`config.mk`:
```
export PLATFORM = sky130hd
export DESIGN_NAME = sprite_mem_arbiter
export DESIGN_NICKNAME = d
export VERILOG_FILES = /design/src/rtl/sprite_arb_pkg.sv /design/src/rtl/sprite_tag_pipe.sv /design/src/rtl/sprite_mem_arbiter.sv
export SDC_FILE = /design/constraint.sdc
export NUM_CORES = 1
export LEC_CHECK = 0
export BUFFER_PORTS_ARGS = -buffer_cell sky130_fd_sc_hd__buf_2
export CORE_MARGIN = 2
export CORE_UTILIZATION = 45
export CTS_CLUSTER_DIAMETER = 120
export DETAILED_ROUTE_END_ITERATION = 6
export PLACE_DENSITY = 0.92
export RECOVER_POWER = 25
export SYNTH_ARGS = -nofsm -noshare
export SYNTH_HDL_FRONTEND = slang
export SYNTH_HIERARCHICAL = 1
export SYNTH_SLANG_ARGS = --single-unit
```
`constraint.sdc`:
```
create_clock -name clk_in -period 4.2 [get_ports clk_in]
set_clock_uncertainty 0.15 [all_clocks]
set_input_delay 0.84 -clock clk_in [delete_from_list [all_inputs] [get_ports clk_in]]
set_output_delay 0.84 -clock clk_in [all_outputs]
set_load 0.01 [all_outputs]
```
`src/rtl/sprite_arb_pkg.sv`:
```
// ============================================================================
// Module      : sprite_arb_pkg
// Description : Shared types and default VGA constants for the sprite memory
//               arbiter (owner tags, arbiter states, tag-pipe slot).
// Revision    : 1.0 - initial release
// ============================================================================
`default_nettype none

package sprite_arb_pkg;

  // 1024x768 @ 60 Hz timing on a 65 MHz pixel clock
  localparam int V_VISIBLE = 768;
  localparam int H_TOTAL   = 1344;

  typedef enum logic [1:0] {
    TAG_NONE    = 2'd0,
    TAG_VIDEO   = 2'd1,
    TAG_HOST_RD = 2'd2
  } owner_tag_e;

  typedef enum logic [1:0] {
    ST_SCAN   = 2'd0,
    ST_WINDOW = 2'd1,
    ST_VBLANK = 2'd2
  } arb_state_e;

  typedef struct packed {
    logic       blank;
    owner_tag_e tag;
  } tag_slot_t;

endpackage

`default_nettype wire

```
`src/rtl/sprite_tag_pipe.sv`:
```
// ============================================================================
// Module      : sprite_tag_pipe
// Description : DEPTH-stage delay line that tracks who owns each in-flight
//               BRAM read, cleared to all-zero (TAG_NONE) by async reset.
// Revision    : 1.0 - initial release
// ============================================================================
`default_nettype none

module sprite_tag_pipe
  import sprite_arb_pkg::*;
#(
  parameter int DEPTH = 2,
  parameter int W     = 3
) (
  input  logic         clk,
  input  logic         rst_n,
  input  logic [W-1:0] i_d,
  output logic [W-1:0] o_q
);

  logic [DEPTH-1:0][W-1:0] r_stage;

  generate
    if (DEPTH == 1) begin : g_single
      always_ff @(posedge clk or negedge rst_n) begin
        if (!rst_n) r_stage <= '0;
        else        r_stage <= i_d;
      end
    end else begin : g_deep
      always_ff @(posedge clk or negedge rst_n) begin
        if (!rst_n) r_stage <= '0;
        else        r_stage <= {r_stage[DEPTH-2:0], i_d};
      end
    end
  endgenerate

  assign o_q = r_stage[DEPTH-1];

endmodule

`default_nettype wire

```
`src/rtl/sprite_mem_arbiter.sv`:
```
// ============================================================================
// Module      : sprite_mem_arbiter
// Description : Shares the single-port sprite BRAM between VGA scan-out and a
//               host port; returns window-gated pixels MEM_LAT+1 cycles late.
//               Build option SPRITE_ARB_VBLANK_WR_EN confines host writes to
//               vertical blanking.
// Revision    : 1.0 - initial release
// ============================================================================
`default_nettype none

module sprite_mem_arbiter
  import sprite_arb_pkg::*;
#(
  parameter  int WIDTH     = 128,
  parameter  int HEIGHT    = 128,
  parameter  int X0        = 0,
  parameter  int Y0        = 0,
  parameter  int DATA_W    = 12,
  parameter  int MEM_LAT   = 2,
  parameter  int V_VISIBLE = sprite_arb_pkg::V_VISIBLE,
  localparam int ADDR_W    = $clog2(WIDTH * HEIGHT)
) (
  input  logic              clk_in,
  input  logic              rst_n_in,
  input  logic [10:0]       hcount_in,
  input  logic [9:0]        vcount_in,
  input  logic              blank_in,
  input  logic              host_req_in,
  input  logic              host_we_in,
  input  logic [ADDR_W-1:0] host_addr_in,
  input  logic [DATA_W-1:0] host_wdata_in,
  output logic              host_ready_out,
  output logic              host_rvalid_out,
  output logic [DATA_W-1:0] host_rdata_out,
  output logic [ADDR_W-1:0] mem_addr_out,
  output logic [DATA_W-1:0] mem_din_out,
  output logic              mem_we_out,
  input  logic [DATA_W-1:0] mem_dout_in,
  output logic [DATA_W-1:0] pixel_out,
  output logic              pixel_valid_out
);

  // Signed beam offsets keep the window test free of unsigned wrap-around
  logic signed [31:0] w_dx;
  logic signed [31:0] w_dy;
  logic signed [31:0] w_v;
  logic               w_hit;
  logic               w_vis_end;
  logic [ADDR_W-1:0]  w_vaddr;

  assign w_dx      = signed'(32'(hcount_in)) - X0;
  assign w_dy      = signed'(32'(vcount_in)) - Y0;
  assign w_v       = signed'(32'(vcount_in));
  assign w_hit     = (w_dx >= 0) && (w_dx < WIDTH) && (w_dy >= 0) && (w_dy < HEIGHT);
  assign w_vis_end = (w_v >= V_VISIBLE);

  arb_state_e r_state;
  arb_state_e w_state_nxt;

  always_ff @(posedge clk_in or negedge rst_n_in) begin
    if (!rst_n_in) r_state <= ST_SCAN;
    else           r_state <= w_state_nxt;
  end

  // Next state reflects the current beam, so grant reacts in the same cycle
  always_comb begin
    w_state_nxt = r_state;
    case (r_state)
      ST_SCAN, ST_WINDOW: begin
        if (w_vis_end)  w_state_nxt = ST_VBLANK;
        else if (w_hit) w_state_nxt = ST_WINDOW;
        else            w_state_nxt = ST_SCAN;
      end
      ST_VBLANK: begin
        if (vcount_in == 10'd0) w_state_nxt = w_hit ? ST_WINDOW : ST_SCAN;
      end
      default: w_state_nxt = ST_SCAN;
    endcase
  end

  logic w_in_win;
  logic w_wr_ok;
  logic w_grant;

  assign w_in_win = (w_state_nxt == ST_WINDOW);

`ifdef SPRITE_ARB_VBLANK_WR_EN
  assign w_wr_ok = (w_state_nxt == ST_VBLANK);
`else
  assign w_wr_ok = 1'b1;
`endif

  assign w_grant = host_req_in & ~w_in_win & (~host_we_in | w_wr_ok);

  assign w_vaddr = w_in_win
                 ? (ADDR_W'(w_dx) + ADDR_W'(w_dy) * ADDR_W'(WIDTH))
                 : '0;

  assign host_ready_out = w_grant;
  assign mem_addr_out   = w_grant ? host_addr_in : w_vaddr;
  assign mem_we_out     = w_grant & host_we_in;
  assign mem_din_out    = (w_grant & host_we_in) ? host_wdata_in : '0;

  tag_slot_t w_slot_in;
  tag_slot_t w_slot_tail;

  always_comb begin
    w_slot_in.blank = blank_in;
    w_slot_in.tag   = TAG_NONE;
    if (w_grant)       w_slot_in.tag = host_we_in ? TAG_NONE : TAG_HOST_RD;
    else if (w_in_win) w_slot_in.tag = TAG_VIDEO;
  end

  sprite_tag_pipe #(
    .DEPTH (MEM_LAT),
    .W     ($bits(tag_slot_t))
  ) u_tag_pipe (
    .clk   (clk_in),
    .rst_n (rst_n_in),
    .i_d   (w_slot_in),
    .o_q   (w_slot_tail)
  );

  logic              r_rvalid;
  logic [DATA_W-1:0] r_rdata;
  logic [DATA_W-1:0] r_pixel;
  logic              r_pixel_valid;

  // Tail of the tag pipe lines up with the BRAM data it describes
  always_ff @(posedge clk_in or negedge rst_n_in) begin
    if (!rst_n_in) begin
      r_rvalid      <= 1'b0;
      r_rdata       <= '0;
      r_pixel       <= '0;
      r_pixel_valid <= 1'b0;
    end else begin
      r_rvalid <= (w_slot_tail.tag == TAG_HOST_RD);
      if (w_slot_tail.tag == TAG_HOST_RD) r_rdata <= mem_dout_in;
      if ((w_slot_tail.tag == TAG_VIDEO) && !w_slot_tail.blank) begin
        r_pixel       <= mem_dout_in;
        r_pixel_valid <= 1'b1;
      end else begin
        r_pixel       <= '0;
        r_pixel_valid <= 1'b0;
      end
    end
  end

  assign host_rvalid_out = r_rvalid;
  assign host_rdata_out  = r_rdata;
  assign pixel_out       = r_pixel;
  assign pixel_valid_out = r_pixel_valid;

endmodule

`default_nettype wire
```
==> results of run 1 <==
[area by class of cell]
| type | count | area share (%) |
|---|---|---|
| inverter | 13 | 2.01 |
| multi-input combinational | 101 | 31.9 |
| sequential | 34 | 35.0 |
| clock buffer | 6 | 3.40 |
| timing repair buffer | 117 | 24.0 |
| tap | 48 | 2.47 |
| clock inverter | 1 | 1.23 |
[cells by family (layout without fill, tap and decap cells)]
family                     Yosys count  count (layout)
xor gates and xnor gates             5               5
and+or+nand+nor                     55              55
muxes                               26              26
adders and majority gates            5               5
AOI/OAI and AO/OA                   10              10
buffers and inverters               23             137
DFF                                 34              34
[worst min path at each step]
stage | from | end | slack [ns] | cells after the start
3_5_place_dp | u_tag_pipe/r_stage[0] | u_tag_pipe/o_q[0] | 0.19 | 0
2_1_floorplan | u_tag_pipe/r_stage[0] | u_tag_pipe/o_q[0] | 0.18 | 0
4_1_cts | u_tag_pipe/r_stage[2] | u_tag_pipe/o_q[2] | 0.21 | 0
6_report | u_tag_pipe/r_stage[2] | u_tag_pipe/o_q[2] | 0.20 | 0
3_3_place_gp | u_tag_pipe/r_stage[1] | u_tag_pipe/o_q[1] | 0.18 | 0
5_1_grt | u_tag_pipe/r_stage[2] | u_tag_pipe/o_q[2] | 0.22 | 0
[flip-flops by register name, indices dropped and copies added (netlist names)]
signal	count
host_rvalid_out	1
u_tag_pipe/r_stage	3
host_rdata_out	12
r_state	2
pixel_out	12
u_tag_pipe/o_q	3
pixel_valid_out	1
[metal layers]
layer  GRT usage [%]  up-vias
li1                -      740
met1            21.0      688
met2            33.8       83
met3            5.28        6
met4            6.38        0
met5               0        -
[cells in the mapped netlist]
library cell | n | area [µm²]
clkbuf_1 | 4 | 15.0
fa_1 | 1 | 20.0
buf_6 | 1 | 11.3
buf_4 | 3 | 22.5
nor4_1 | 1 | 6.26
inv_1 | 13 | 48.8
a31oi_1 | 1 | 6.26
and3b_1 | 1 | 8.76
a21oi_1 | 3 | 15.0
o211ai_1 | 1 | 7.51
nand3_2 | 1 | 10.0
a21o_1 | 2 | 15.0
or3_1 | 1 | 6.26
buf_1 | 1 | 3.75
a32oi_1 | 1 | 8.76
xor2_1 | 2 | 17.5
dfrtp_1 | 34 | 851
nand2_1 | 17 | 63.8
o21bai_1 | 1 | 7.51
and3_1 | 1 | 6.26
buf_12 | 1 | 20.0
mux2_2 | 12 | 135
nor2_1 | 2 | 7.51
mux2i_1 | 14 | 140
xnor2_1 | 3 | 26.3
nand3_1 | 2 | 10.0
ha_1 | 4 | 50.1
or4_4 | 1 | 11.3
and2_1 | 25 | 156
o31ai_4 | 1 | 21.3
nand2b_1 | 1 | 6.26
nor3b_1 | 1 | 7.51
nor3_1 | 1 | 5.00
[through the flow]
stage	hold WS, ns	instance area [µm²]
floorplan	0.181	1750
global placement	0.183	2320
detailed placement	0.191	2320
CTS	0.209	2430
global route	0.221	2430
finish	0.199	2430
[power breakdown]
group	leakage [nW]	switching, mW	internal [mW]	total [mW]
Combinational	0.996	0.0768	0.0808	0.158
Sequential	0.435	0.0135	0.351	0.364
Clock	0.0573	0.104	0.190	0.294
[worst register-to-register path: cells and delay by family (launching register included)]
kind          cells  cell delay [ns]
flops             1             0.38
simple gates      2             1.24
==> summary.txt, run 1 <==
Final layout
  • Layout area overhead: 39.2%
  • Layout cell share with drive strength beyond 1: 50.7%
  • Final #Nets: 341
  • Antenna diode instance count: 0
  • Multi-input logic area: 776 µm²
  • Most frequent cells in the layout: 116 x buf_2, 34 x dfrtp_1, 25 x and2_1
  • Commonest non-fill, non-tap cell in the layout: buf_2
  • Final Non-Filler Cells: 320
  • Final core utilization: approximately two thirds
  • Seq. cell area: 851 µm²
  • Fillers: 308

Timing
  • Final-report hold violation count: 0
  • Setup TNS: 0 ns
  • Max Slew Vio Count: 35
  • Period utilisation layout: ~88%
  • FMAX: 271 MHz
  • Min Tclk post-route: 3.69 ns
  • Rel. slew slack: -11.1%
  • Worst-Margin Slew: approximately 1.7 ns
  • Final setup vio count: 0
  • Post-route setup slack: between 0.5 and 0.6 ns
  • RSZ-0062 raised after global routing: false

Floorplan
  • Initial Util: 47.4%
  • Die height: roughly 66 µm
  • DIE AREA: 0.00440 mm²
  • Rows: 22
  • Core footprint: 0.00369 mm²
  • Die X: 66.3 µm
  • I/O pin count: 118

Yosys
  • Warnings, synthesis: 6
  • Multiplexer share of the synthesized area: 15.7%
  • Mapped Cells: 158
  • Xor/xnor share of the synthesized area: 2.51%
  • Combinational family with the most area after synthesis: simple AND/OR/NAND/NOR gates
  • Synth Area in Adders: between 4 and 5%
  • Synth Cell Area: 0.00175 mm²
  • Syn nets: 227
  • Avg Cell Area, Syn: 11.1 µm²
  • Synth Area in Compound Gates: 4.65%
  • Post-synthesis sequential area ratio: 48.7%
  • Library cells used by synthesis: 33
  • Flops & latches, synth: 34
  • Post-synthesis simple-gate area fraction: 17.5%

Critical path
  • Worst Path Required: 3.21 ns
  • Worst Setup End Kind: output pin
  • CP most frequent cell: buf_2
  • Setup crit end: host_ready_out
  • Startpoint types: input port
  • Crit path DAT: about 2.7 ns
  • Crit. Startpoint: vcount_in[4]
  • Worst R2R Start: u_tag_pipe/o_q[1]
  • Stages on the worst setup path: 6
  • CP bufs+invs: 2
  • CP max stage cell: or4_4
  • R2R Path End: pixel_out[6]
  • Worst path cell trace: buf_2 > or4_4 > o31ai_4 > nand3_2 > and2_1 > buf_2
  • Slowest stage delay, CP: 0.54 ns
  • R2R depth: 2
  • Top delay family on crit path: simple AND/OR/NAND/NOR gates
  • Crit-path max FO: 18
  • Reg2reg setup slack: 2.37 ns
  • Critical path class: input port to output pin

Global routing
  • First-pass GRT wire length: about 6300 µm
  • GR Overflow Total: 0
  • Pin count of the biggest net entering global routing: 35
  • Overall Global Routing Usage: 18.7%
  • Vias in the first global route: 1499
  • Initial antenna violation count: 0

Detailed routing
  • Met3 routed WL: between 300 and 400 µm
  • DR DRC count: 0
  • WL met2: roughly 2000 µm
  • Iteration count of the initial detailed-routing pass: 4
  • Met1 WL: 1490 µm
  • Top Layer Used: met4
  • Routed Antenna Nets: 0
  • Vias per inst: approximately 4.7
  • Post-DR wirelength/cell: 12.2 µm
  • WL final: approximately 4000 µm
  • Initial DRC count: 90
  • Vias: 1517

Clocking
  • Post-CTS Setup Bufs: 0
  • Clock tree root buffer cell: clkbuf_8
  • # H-tree levels: 2
  • Worst-path clk slew: 0.06 ns
  • Buffers from clock root to sink, at most: 2
  • Hold Buf Count CTS: 0
  • Worst-skew pair later-pin latency: 0.28 ns
  • CTS tree: built
  • Num Clock Sinks: 34
  • Num CTS Buffers: 5
  • Post-CTS Resized: 0

Place
  • Cells after DPL: 313
  • Dpl ws: a little under 0.5 ns
  • PortBufs: between 100 and 150
  • DP Wirelength: 3200 µm
  • GP Congestion: 0.888

Power and ir drop
  • PwrDens: 335 mW/mm²
  • Leak Pwr: 1.49 nW
  • Worst VDD drop: ~0.18 mV
  • Tot Pwr: 816 µW

Status
  • Failing checks: max-capacitance violations, max-slew violations
  • Status: finished, violations left

Min path
  • Hold Path Class: flop to flop

Flow run
  • MaxCap Viol Count: 1
Power figures use the tool's default switching activity.
==> run 2, diff against run 1 <==
- CORE_ASPECT_RATIO: not set -> 0.9
- CTS_CLUSTER_DIAMETER: 120 -> 30
==> run 2 against run 1 <==
Against the previous run: setup slack better by 0.018 ns; sequential power hardly changed; critical path type unchanged; hold slack better by 0.0080 ns; non-clock buffer count stayed put; maximum frequency is 0.48% higher; largest power group unchanged; sequential share of layout area increased by 0.35 points; core utilization shrank 1.4 points; the run still ends with max-capacitance violations, max-slew violations left.
==> summary.txt, run 2 (same netlist as run 1, synthesis figures left out) <==
Critical path
  • Reg2reg setup slack: 2.46 ns
  • Crit path DAT: 2.68 ns
  • Crit-path max FO: 18
  • Worst Setup End Kind: output pin
  • Critical path class: input port to output pin
  • CP most frequent cell: buf_2
  • R2R depth: 3
  • CP max stage cell: or4_4
  • Worst Path Required: between 3 and 4 ns
  • Worst R2R Start: r_state[0]
  • Slowest stage delay, CP: 0.54 ns
  • Worst path cell trace: buf_2 > or4_4 > o31ai_4 > nand3_2 > and2_1 > buf_2
  • Startpoint types: input port
  • R2R Path End: u_tag_pipe/r_stage[1]

Timing
  • Setup TNS: 0 ns
  • Post-route setup slack: about 0.53 ns
  • Worst-Margin Slew: 1.71 ns
  • Min Tclk post-route: 3.67 ns
  • Max Slew Vio Count: 35
  • Final setup vio count: 0
  • RSZ-0062 raised after global routing: false
  • FMAX: 272 MHz
  • Period utilisation layout: between 80% and 90%
  • Rel. slew slack: -14.2%
  • Final-report hold violation count: 0

Power and ir drop
  • Net Switching: 195 µW
  • Reg power frac: about 48%
  • Clock power frac: a little under a third
  • Internal power: 564 µW
  • Leak Pwr: 1.48 nW
  • PwrDens: 315 mW/mm²
  • Gate power share: between 20% and 30%
  • Switching part of the total: roughly 26%
  • Worst VDD drop: between 0.15 and 0.2 mV

Final layout
  • Layout cell share with drive strength beyond 1: about half
  • Final #Nets: 341
  • Layout area overhead: 37.8%
  • Most frequent cells in the layout: 116 x buf_2, 34 x dfrtp_1, 25 x and2_1
  • Cell area after layout: 0.00241 mm²
  • Commonest non-fill, non-tap cell in the layout: buf_2
  • Antenna diode instance count: 0

Detailed routing
  • Iteration count of the initial detailed-routing pass: 4
  • Initial DRC count: 71
  • Vias: 1500
  • Vias per inst: 4.70
  • Routed Antenna Nets: 0
  • WL final: ~3600 µm
  • Post-DR wirelength/cell: around 11 µm
  • DR DRC count: 0

Global routing
  • Pin count of the biggest net entering global routing: 35
  • Vias in the first global route: 1513
  • First-pass GRT wire length: 6310 µm
  • Overall Global Routing Usage: 17.7%
  • GR Overflow Total: 0
  • Initial antenna violation count: 0

Clocking
  • Buffers from clock root to sink, at most: 2
  • Clock tree root buffer cell: clkbuf_8
  • Post-CTS Resized: 0
  • Worst-path clk slew: roughly 0.070 ns
  • Post-CTS Setup Bufs: 0
  • Hold Buf Count CTS: 0
  • Num CTS Buffers: 5
  • CTS tree: built
  • Num Clock Sinks: 34
  • Worst-skew pair later-pin latency: 0.28 ns
  • # H-tree levels: 2

Floorplan
  • Core footprint: between 0.003 and 0.004 mm²
  • Rows: 21
  • Initial Util: 46.8%
  • DIE AREA: 0.00440 mm²
  • Die X: 69.7 µm
  • I/O pin count: 118
  • Die height: between 60 and 70 µm

Min path
  • Hold Path Class: flop to flop
  • Min-delay src: u_tag_pipe/r_stage[2]
  • Hold depth: 0
  • Hold EP: u_tag_pipe/o_q[2]

Status
  • Failing checks: max-capacitance violations, max-slew violations
  • Status: finished, violations left

Place
  • PortBufs: approximately 120
  • GP Congestion: just under 0.8
  • Dpl ws: 0.527 ns
  • Area after DPL: between 0.002 and 0.0025 mm²
  • DP Wirelength: 2930 µm

Flow run
  • MaxCap Viol Count: 1
run 2: worst max-delay path, delay by kind of cell:
kind	cells	cell delay (ns)
buffers and inverters	2	0.27
and+or+nand+nor	3	1.31
AOI/OAI and AO/OA	1	0.25
run 2: how the worst max path moves through the flow:
| stage | from | to | slack, ns |
|---|---|---|---|
| final | vcount_in[4] | host_ready_out | 0.53 |
| after CTS | vcount_in[1] | host_ready_out | 0.53 |
| after detailed placement | vcount_in[1] | host_ready_out | 0.53 |
| after global placement | vcount_in[1] | host_ready_out | 0.54 |
| after global routing | vcount_in[1] | mem_addr_out[11] | 0.42 |
| after floorplan | vcount_in[1] | mem_addr_out[10] | 0.96 |
run 2: area by class of cell:
cell class                 count  area, µm²
sequential                    34        851
fill                         292       1320
multi-input combinational    101        776
clock buffer                   7       86.3
timing repair buffer         117        584
clock inverter                 1       5.00
inverter                      13       48.8
tap                           46       57.6
run 2: power by group through the flow:
stage          clock (mW)  sequential, mW  combinational (mW)
2_1_floorplan           0           0.378              0.0728
3_3_place_gp            0           0.368               0.154
3_5_place_dp            0           0.369               0.159
4_1_cts             0.245           0.363               0.160
5_1_grt             0.261           0.366               0.176
6_report            0.237           0.363               0.158
run 2: layer usage:
| layer | vias to the layer above | wire (µm) | global-route usage (%) |
|---|---|---|---|
| met5 | - | 0 | 0 |
| met4 | 0 | 46 | 6.25 |
| met3 | 5 | 349 | 5.28 |
| met2 | 78 | 1810 | 32.2 |
| met1 | 678 | 1440 | 19.7 |
| li1 | 739 | - | - |
run 2: through the flow:
stage	cells	power [mW]	hold WS, ns	util, %
2_1_floorplan	158	0.451	0.181	-
3_3_place_gp	311	0.522	0.182	62.1
3_5_place_dp	311	0.528	0.200	62.1
4_1_cts	319	0.768	0.211	64.6
5_1_grt	319	0.803	0.214	64.6
6_report	319	0.758	0.207	64.6
==> run 3, diff against run 2 <==
- ABC_AREA: not set -> 1
- CORE_MARGIN: 2 -> 3
- PLACE_DENSITY: 0.92 -> 0.9
==> run 3 against run 2 <==
Against the previous run: the flow still finishes with violations (max-capacitance violations, max-slew violations); combinational power barely moved; design area rose by 3.5%; area after synthesis increased by 4.8%; critical path depth increased by 3; global-route usage shrank 0.54 points; total power about the same; non-clock buffer count is the same; flip-flop and latch count stayed put; critical path type unchanged.
==> summary.txt, run 3 <==
Status
  • Status: finished, violations left
  • Failing checks: max-capacitance violations, max-slew violations

Final layout
  • Most frequent cells in the layout: 116 x buf_2, 56 x nand2_1, 43 x inv_1
  • Antenna diode instance count: 0
  • Final #Nets: slightly above 400
  • Final Non-Filler Cells: 391
  • Layout cell share with drive strength beyond 1: 40.9%
  • Multi-input logic area: 741 µm²
  • Commonest non-fill, non-tap cell in the layout: buf_2
  • Layout area overhead: 36.1%
  • Cell area after layout: 0.00249 mm²
  • Fillers: 334
  • Seq. cell area: 851 µm²

Floorplan
  • Die height: 66.5 µm
  • I/O pin count: approximately 120
  • Core footprint: 0.00381 mm²
  • Rows: 21
  • Initial Util: 48.1%
  • Die X: 73.3 µm
  • DIE AREA: 0.00487 mm²

Clocking
  • # H-tree levels: 2
  • Hold Buf Count CTS: 0
  • Post-CTS Setup Bufs: 0
  • CTS tree: built
  • Worst-skew pair later-pin latency: 0.27 ns
  • Post-CTS Resized: 0
  • Clock tree root buffer cell: clkbuf_8
  • Buffers from clock root to sink, at most: 2
  • Num Clock Sinks: 34
  • Num CTS Buffers: 5
  • Worst-path clk slew: 0.06 ns

Yosys
  • Mapped Cells: 231
  • Library cells used by synthesis: 28
  • Primary FF master, synth: dfrtp_1
  • Post-synthesis sequential area ratio: 46.4%
  • Asr flop ratio synth: 100%
  • Synth Cell Area: 0.00183 mm²
  • EDFF count, synth: 0
  • Avg Cell Area, Syn: 7.93 µm²
  • Top cell type's share of synthesized area: 46.4%
  • Dominant cell type by area after synthesis: dfrtp_1
  • Main area contributors after synthesis: dfrtp_1 46%, nand2_1 11%, inv_1 8.8%, nand3_1 4.9%, nor2_1 4.5%
  • Syn nets: 300
  • Flops & latches, synth: 34
  • Most numerous cell in the Yosys netlist: nand2_1
  • Top cells by count, synth: 56 x nand2_1, 43 x inv_1, 34 x dfrtp_1
  • Warnings, synthesis: 6

Critical path
  • R2R Path End: host_rdata_out[7]
  • Worst R2R Start: u_tag_pipe/o_q[1]
  • CP bufs+invs: 3
  • Startpoint types: input port
  • Crit-path max FO: 3
  • Setup crit end: mem_addr_out[11]
  • R2R depth: 4
  • Critical path class: input port to output pin
  • Crit. Startpoint: hcount_in[7]
  • Slowest stage delay, CP: approximately 0.43 ns
  • Worst Path Required: about 3.2 ns
  • Crit path DAT: 2.25 ns
  • Worst Setup End Kind: output pin
  • Worst path cell trace: buf_2 > ha_1 > fa_1 > a21oi_1 > xor2_1 > inv_1 > nand2_1 > nand2_1 > buf_2
  • Stages on the worst setup path: 9
  • CP max stage cell: fa_1
  • Reg2reg setup slack: roughly 2.8 ns
  • Top delay family on crit path: adder cells

Timing
  • Worst-Margin Slew: 1.70 ns
  • FMAX: 308 MHz
  • Post-route setup slack: about 0.96 ns
  • Final-report hold violation count: 0
  • Min Tclk post-route: 3.24 ns
  • Max Slew Vio Count: 35
  • Final setup vio count: 0
  • Period utilisation layout: 77.3%
  • RSZ-0062 raised after global routing: false
  • Rel. slew slack: -13.4%
  • Setup TNS: 0 ns

Min path
  • Hold Path Class: flop to flop
  • Min-delay src: u_tag_pipe/r_stage[0]

Detailed routing
  • Vias per inst: 4.52
  • Initial DRC count: 65
  • DR DRC count: 0
  • WL final: 4050 µm
  • Routed Antenna Nets: 0
  • Iteration count of the initial detailed-routing pass: 4
  • Post-DR wirelength/cell: roughly 10 µm
  • Vias: ~1800

Place
  • Dpl ws: 0.957 ns
  • PortBufs: 117
  • GP Congestion: 0.838
  • DP Wirelength: 3310 µm
  • Cells after DPL: 383
  • Area after DPL: 0.00240 mm²

Global routing
  • GR Overflow Total: 0
  • Initial antenna violation count: 0
  • Overall Global Routing Usage: between 10% and 20%
  • Pin count of the biggest net entering global routing: 35
  • First-pass GRT wire length: 6580 µm
  • Vias in the first global route: 1608

Power and ir drop
  • Leak Pwr: between 1.5 and 2 nW
  • Worst VDD drop: around 0.13 mV
  • PwrDens: 304 mW/mm²

Flow run
  • MaxCap Viol Count: 1
## run 3: cell count changes after synthesis, sizes merged, moves of 12 or more
cell / change
and2: -24
inv: +31
mux2: -12
mux2i: -14
nand2: +42
nand3: +17
nor2: +31
o21ai: +12
## run 3: layout make-up
cell class	count	area share [%]
clock buffers	7	3.46
clock inverters	1	0.201
inverters	44	6.73
multi-input cells	142	29.7
flip-flops and latches	34	34.1
well taps	46	2.31
repair buffers	117	23.4
## run 3: worst min-delay path by stage
| stage | endpoint | slack, ns | cells after the start |
|---|---|---|---|
| 2_1_floorplan | u_tag_pipe/o_q[0] | 0.18 | 0 |
| 3_3_place_gp | u_tag_pipe/o_q[2] | 0.18 | 0 |
| 3_5_place_dp | u_tag_pipe/o_q[0] | 0.18 | 0 |
| 4_1_cts | u_tag_pipe/o_q[0] | 0.20 | 0 |
| 5_1_grt | u_tag_pipe/o_q[1] | 0.21 | 0 |
| 6_report | u_tag_pipe/o_q[0] | 0.20 | 0 |
## run 3: where the power goes
part	switching, mW	total (mW)	internal [mW]
logic	0.0906	0.161	0.0702
registers	0.0126	0.361	0.349
clock network	0.105	0.237	0.132
## run 3: through the flow
step           utilization [%]  total power, mW  hold WS [ns]
6_report                  65.4            0.759         0.197
4_1_cts                   65.5            0.769         0.198
5_1_grt                   65.4            0.807         0.207
3_5_place_dp              63.1            0.531         0.185
3_3_place_gp              63.1            0.525         0.183
2_1_floorplan                -            0.454         0.181
## run 3: per-layer routing
layer	track usage, %	up-vias	share of wire, %
met5	0	-	0
met4	7.60	0	1.5
met3	3.47	6	7.9
met2	30.2	64	49
met1	19.9	780	41
li1	-	918	-
## run 3: logic make-up after synthesis
| kind of cell | count (synthesis) | share of synthesized area [%] |
|---|---|---|
| adder cells (fa/ha/maj) | 5 | 3.83 |
| AO/OA/AOI/OAI | 15 | 4.24 |
| AND/OR/NAND/NOR | 119 | 30.9 |
| flip-flops | 34 | 46.4 |
| XOR/XNOR | 3 | 1.43 |
| buffers and inverters | 55 | 13.1 |
